**src/rtl/keypad_row_scanner.sv**
```systemverilog
// rtl/keypad_row_scanner.sv - 4x4 keypad row scanner with press/release debounce
//
// Purpose: drives one keypad row at a time (active-low), samples the
// synchronized column lines at the end of each row dwell, debounces a
// single-key press and its release, and reports one key code per press.
//
// Ports:
//   clk        in   1  system clock
//   reset      in   1  synchronous, active-low reset
//   sync_col   in   4  synchronized columns, bit i low = column i pulled low
//   row        out  4  row drive, one-hot active-low
//   key_code   out  4  {row_idx, col_idx} of the last accepted key
//   key_valid  out  1  one-cycle pulse when a new key is accepted
//   key_held   out  1  high while the accepted key is pressed or release-debouncing

module keypad_row_scanner #(
    parameter int SCAN_DIV        = 4,
    parameter int DEBOUNCE_CYCLES = 20000
) (
    input  logic       clk,
    input  logic       reset,
    input  logic [3:0] sync_col,
    output logic [3:0] row,
    output logic [3:0] key_code,
    output logic       key_valid,
    output logic       key_held
);

    localparam int DW = $clog2(SCAN_DIV) + 1;
    localparam int CW = $clog2(DEBOUNCE_CYCLES) + 1;

    localparam logic [DW-1:0] DWELL_LAST = DW'(SCAN_DIV - 1);
    localparam logic [CW-1:0] CNT_LAST   = CW'(DEBOUNCE_CYCLES - 1);

    typedef enum logic [1:0] {
        S_SCAN,
        S_DEBOUNCE,
        S_PRESSED,
        S_RELEASE
    } state_t;

    state_t        state_q;
    logic [3:0]    row_q;
    logic [1:0]    row_idx_q;
    logic [DW-1:0] dwell_q;
    logic [CW-1:0] cnt_q;
    logic [3:0]    latched_q;
    logic [3:0]    key_code_q;
    logic          key_valid_q;
    logic          key_held_q;

    // Decode of the current column sample: only exactly one low column is a
    // press; any multi-column pattern is treated as no press.
    logic       col_single;
    logic [1:0] col_idx;

    always_comb begin
        col_single = 1'b0;
        col_idx    = 2'd0;
        case (sync_col)
            4'b1110: begin col_single = 1'b1; col_idx = 2'd0; end
            4'b1101: begin col_single = 1'b1; col_idx = 2'd1; end
            4'b1011: begin col_single = 1'b1; col_idx = 2'd2; end
            4'b0111: begin col_single = 1'b1; col_idx = 2'd3; end
            default: begin col_single = 1'b0; col_idx = 2'd0; end
        endcase
    end

    always_ff @(posedge clk) begin
        if (!reset) begin
            state_q     <= S_SCAN;
            row_q       <= 4'b1110;
            row_idx_q   <= 2'd0;
            dwell_q     <= '0;
            cnt_q       <= '0;
            latched_q   <= 4'b1111;
            key_code_q  <= 4'd0;
            key_valid_q <= 1'b0;
            key_held_q  <= 1'b0;
        end else begin
            key_valid_q <= 1'b0;
            case (state_q)
                S_SCAN: begin
                    // Columns are only trusted on the last dwell cycle, after
                    // the synchronizer has caught up with the new row.
                    if (dwell_q == DWELL_LAST) begin
                        if (col_single) begin
                            state_q   <= S_DEBOUNCE;
                            latched_q <= sync_col;
                            cnt_q     <= '0;
                        end else begin
                            row_idx_q <= row_idx_q + 2'd1;
                            row_q     <= {row_q[2:0], row_q[3]};
                            dwell_q   <= '0;
                        end
                    end else begin
                        dwell_q <= dwell_q + 1'b1;
                    end
                end

                S_DEBOUNCE: begin
                    if (sync_col != latched_q) begin
                        // Bounce: resume scanning on the same row.
                        state_q <= S_SCAN;
                        dwell_q <= '0;
                        cnt_q   <= '0;
                    end else if (cnt_q == CNT_LAST) begin
                        state_q     <= S_PRESSED;
                        key_valid_q <= 1'b1;
                        key_code_q  <= {row_idx_q, col_idx};
                        key_held_q  <= 1'b1;
                        cnt_q       <= '0;
                    end else begin
                        cnt_q <= cnt_q + 1'b1;
                    end
                end

                S_PRESSED: begin
                    if (sync_col == 4'b1111) begin
                        state_q <= S_RELEASE;
                        cnt_q   <= '0;
                    end
                end

                S_RELEASE: begin
                    if (sync_col != 4'b1111) begin
                        // Release glitch: back to held, no new key reported.
                        state_q <= S_PRESSED;
                        cnt_q   <= '0;
                    end else if (cnt_q == CNT_LAST) begin
                        state_q    <= S_SCAN;
                        key_held_q <= 1'b0;
                        row_idx_q  <= row_idx_q + 2'd1;
                        row_q      <= {row_q[2:0], row_q[3]};
                        dwell_q    <= '0;
                        cnt_q      <= '0;
                    end else begin
                        cnt_q <= cnt_q + 1'b1;
                    end
                end

                default: begin
                    state_q <= S_SCAN;
                    dwell_q <= '0;
                    cnt_q   <= '0;
                end
            endcase
        end
    end

    assign row       = row_q;
    assign key_code  = key_code_q;
    assign key_valid = key_valid_q;
    assign key_held  = key_held_q;

endmodule

```
**config.mk**
```make
export PLATFORM = sky130hd
export DESIGN_NAME = keypad_row_scanner
export DESIGN_NICKNAME = d
export VERILOG_FILES = /design/src/rtl/keypad_row_scanner.sv
export SDC_FILE = /design/constraint.sdc
export NUM_CORES = 1
export LEC_CHECK = 0
export BUFFER_PORTS_ARGS = -buffer_cell sky130_fd_sc_hd__buf_2
export CAP_MARGIN = 20
export CORE_UTILIZATION = 58
export CTS_CLUSTER_DIAMETER = 150
export DETAILED_ROUTE_END_ITERATION = 16
export GPL_TIMING_DRIVEN = 0
export PLACE_DENSITY = 0.82
export SETUP_SLACK_MARGIN = 0.4
export SKIP_LAST_GASP = 1
export SYNTH_ARGS = -nofsm -noshare
export SYNTH_HDL_FRONTEND = slang
export SYNTH_SLANG_ARGS = --single-unit
```
**constraint.sdc**
```tcl
create_clock -name clk -period 2.9 [get_ports clk]
set_clock_uncertainty 0.05 [all_clocks]
set_input_delay 0 -clock clk [delete_from_list [all_inputs] [get_ports clk]]
set_output_delay 0 -clock clk [all_outputs]
set_load 0.005 [all_outputs]
```
==> reports/qor.yml <==
yosys.area.top_type: "dfxtp_1"
cp_slowest_stage_delay_ns: 0.41
ys_types: 52
coreArea_sq_mm: 0.00305
postSynth.asyncResetShare: 0
drc_errors: 0
grt_pass1_vias: 1394
wl_um: 3690
track_usage: 0.237
htree_levels: 2
antenna_cells: 0
hold_violations: 0
fin_setup_tns_ns: 0
path_max_fanout: 10
holdCritStartpoint: "key_code[1]$_SDFFE_PN0P_"
syn_avg_cell_area_sq_um: 9.11
antenna_found_initial: 0
tightestPinTransition_ns: 0.645
power_density_mw_per_mm2: 468
hold_depth: 2
synth_cells: 204
insertion_delay_ns: 0.35
critPathCaptureType: "register"
worstPathArrival_ns: 2.47
clk_transition_reported_paths_ns: 0.12
synth-edff-count: 0
hp-class: "register to register"
fin_util: 0.693
finalSetupViolCount: 0
crit_type: "register to register"
grt_start_max_net_pins: 14
port_buffers: 11
slew_headroom: 0.567
min_period_ns: 2.28
drv_slew: 0
rr_startpoint: "cnt_q[0]$_SDFFE_PN0P_"
rsz0062_at_grt: "no"
cts.sinks: 37
design_power_total_mw: 0.990
numCtsBuffers: 5
p_leak_nw: 0.870
crit_chain: "ha_1 > and3_1 > buf_4 > nand4_4 > nor3_1 > a21oi_1 > o21ai_1 > buf_6 > a21oi_1"
r2r_cells: 9
drive_gt1_frac: 0.175
outcome: "finished, final reports clean"
synth_fp_nets: 212
syn_to_final_growth_pct: 13.9
dr.pass1.iters: 4
start_util: 0.609
yosysWarnings: 0
stdcell_area_sq_mm: 0.00212
dp_hpwl_um: 2470
clock_path_buffers: 2
layout_common_cells: "37 x dfxtp_1, 26 x nand2_1, 15 x nor2_1, 14 x a21oi_1, 13 x xor2_1"
final_common_cell: "dfxtp_1"
gp_congestion: 0.801
synth_flop_cell: "dfxtp_1"
io_pins: 16
r2r_setup_slack_ns: 0.62
fin_crit_sh: 0.786
cts_tree: "done"
die_w_um: 58.6
max_cap_viol_count: 0
die_area_sq_mm: 0.00344
required_ns: 3.09
syn_area_sq_mm: 0.00186
r2r_end: "cnt_q[7]$_SDFFE_PN0P_"
placed_area_sq_mm: 0.00197
critPathLaunchType: "register"
worstHoldEndpoint: "key_code[1]$_SDFFE_PN0P_"
synthTopCellsByArea: "dfxtp_1 40%, xor2_1 6.1%, nand2_1 5.2%, a21oi_1 3.8%, nand3_1 3.2%"
nets: 236
avgViaCountPerCell: 5.71
yosys_register_bits: 37
gr-total-overflow: 0
vias: 1558
synth_top_area_share: 0.398
postRouteAntennaNets: 0
routedWlPerCell_um: 13.5
ys_seq_area_frac: 0.398
worst_path_max_delay_cell: "nor3_1"
irDropWorstVdd_v: 0.000334
grt_pass1_wl_um: 6150
drt_iter0_drc: 98
clockRootBuffer: "clkbuf_4"
max_freq_mhz: 439
nFillCells: 258
die_y_um: 58.6
critical_path.most_common_cell: "a21oi_1"
rows: 20
## cell usage after synthesis, types with 2 or more instances
library cell  number
ha_1               2
xnor2_1            3
o211a_1            4
xor2_1            13
buf_4              3
nor2b_1            3
inv_1              2
dfxtp_1           37
a21oi_1           14
clkbuf_1           3
and4_1             2
nand4_1            7
and3_1             6
nor2_1            15
or3_1              4
nand2_1           26
nand4b_1           3
nand3_1           12
nor3_1             5
buf_6              4
or4b_1             2
mux2i_1            4
## where the power goes
part	total [mW]	switching [mW]	leakage, nW	internal [mW]
Clock	0.366	0.184	0.0414	0.182
Combinational	0.0963	0.0554	0.530	0.0410
Sequential	0.527	0.00747	0.299	0.520
Total	0.990	0.247	0.870	0.743
## how the worst max path moves through the flow
stage                               start                 endpoint  cells past startpoint
finish              cnt_q[0]$_SDFFE_PN0P_    cnt_q[7]$_SDFFE_PN0P_                      9
global route        cnt_q[0]$_SDFFE_PN0P_    cnt_q[5]$_SDFFE_PN0P_                      9
CTS                 cnt_q[0]$_SDFFE_PN0P_  dwell_q[0]$_SDFFE_PN0P_                      8
detailed placement  cnt_q[0]$_SDFFE_PN0P_  dwell_q[0]$_SDFFE_PN0P_                      8
global placement    cnt_q[0]$_SDFFE_PN0P_  dwell_q[0]$_SDFFE_PN0P_                      8
floorplan           cnt_q[0]$_SDFFE_PN0P_  dwell_q[0]$_SDFFE_PN0P_                      8
## worst max-delay path: cells and delay by family, from the launching register on
kind | cells | cell delay, ns
AO/OA/AOI/OAI | 3 | 0.54
adder cells (fa/ha/maj) | 1 | 0.17
buffers and inverters | 2 | 0.31
flip-flops | 1 | 0.38
AND/OR/NAND/NOR | 3 | 0.70
## flip-flops by register name, summed over array words and instances, names as in the netlist
signal / flops
cnt_q: 16
key_valid: 1
key_code: 4
dwell_q: 3
row: 4
key_held: 1
row_idx_q: 2
state_q: 2
latched_q: 4
## repair_timing
action                                  in CTS  in global routing
resized for setup                            0                  1
hold endpoints to repair                    13                  0
setup buffers                                0                  1
endpoints found under the setup margin       0                  1
hold buffers                                 5                  0
## final cells by class
class / instances / area, sq um / area share
multi-input combinational: 153 / 1030 / 0.486
sequential: 37 / 741 / 0.350
timing repair buffer: 17 / 113 / 0.0532
buffer: 11 / 83.8 / 0.0396
tap: 44 / 55.1 / 0.0260
clock inverter: 3 / 46.3 / 0.0219
clock buffer: 5 / 37.5 / 0.0177
inverter: 3 / 11.3 / 0.00532
## metrics by stage
stage / std cells / worst slack [ns] / hold WS [ns]
floorplan: 204 / 0.790 / 0.142
global placement: 259 / 0.610 / 0.242
detailed placement: 259 / 0.584 / 0.253
CTS: 272 / 0.521 / 0.410
global route: 273 / 0.443 / 0.435
finish: 273 / 0.620 / 0.410
## cells by family after synthesis
group | count (synthesis) | synth area share
mux | 4 | 0.0215
fa+ha+maj | 2 | 0.0135
buf+inv | 14 | 0.0511
xor+xnor | 17 | 0.0841
compound gates | 33 | 0.133
simple gates | 97 | 0.298
flops | 37 | 0.398
## metal layers
layer | GRT usage | wire length [um] | part of all wire
met5 | 0 | 0 | 0
met4 | 0.105 | 85 | 0.023
met3 | 0.0549 | 136 | 0.037
met2 | 0.404 | 1780 | 0.48
met1 | 0.286 | 1690 | 0.46
No activity file was read; power rests on OpenSTA's default activity.
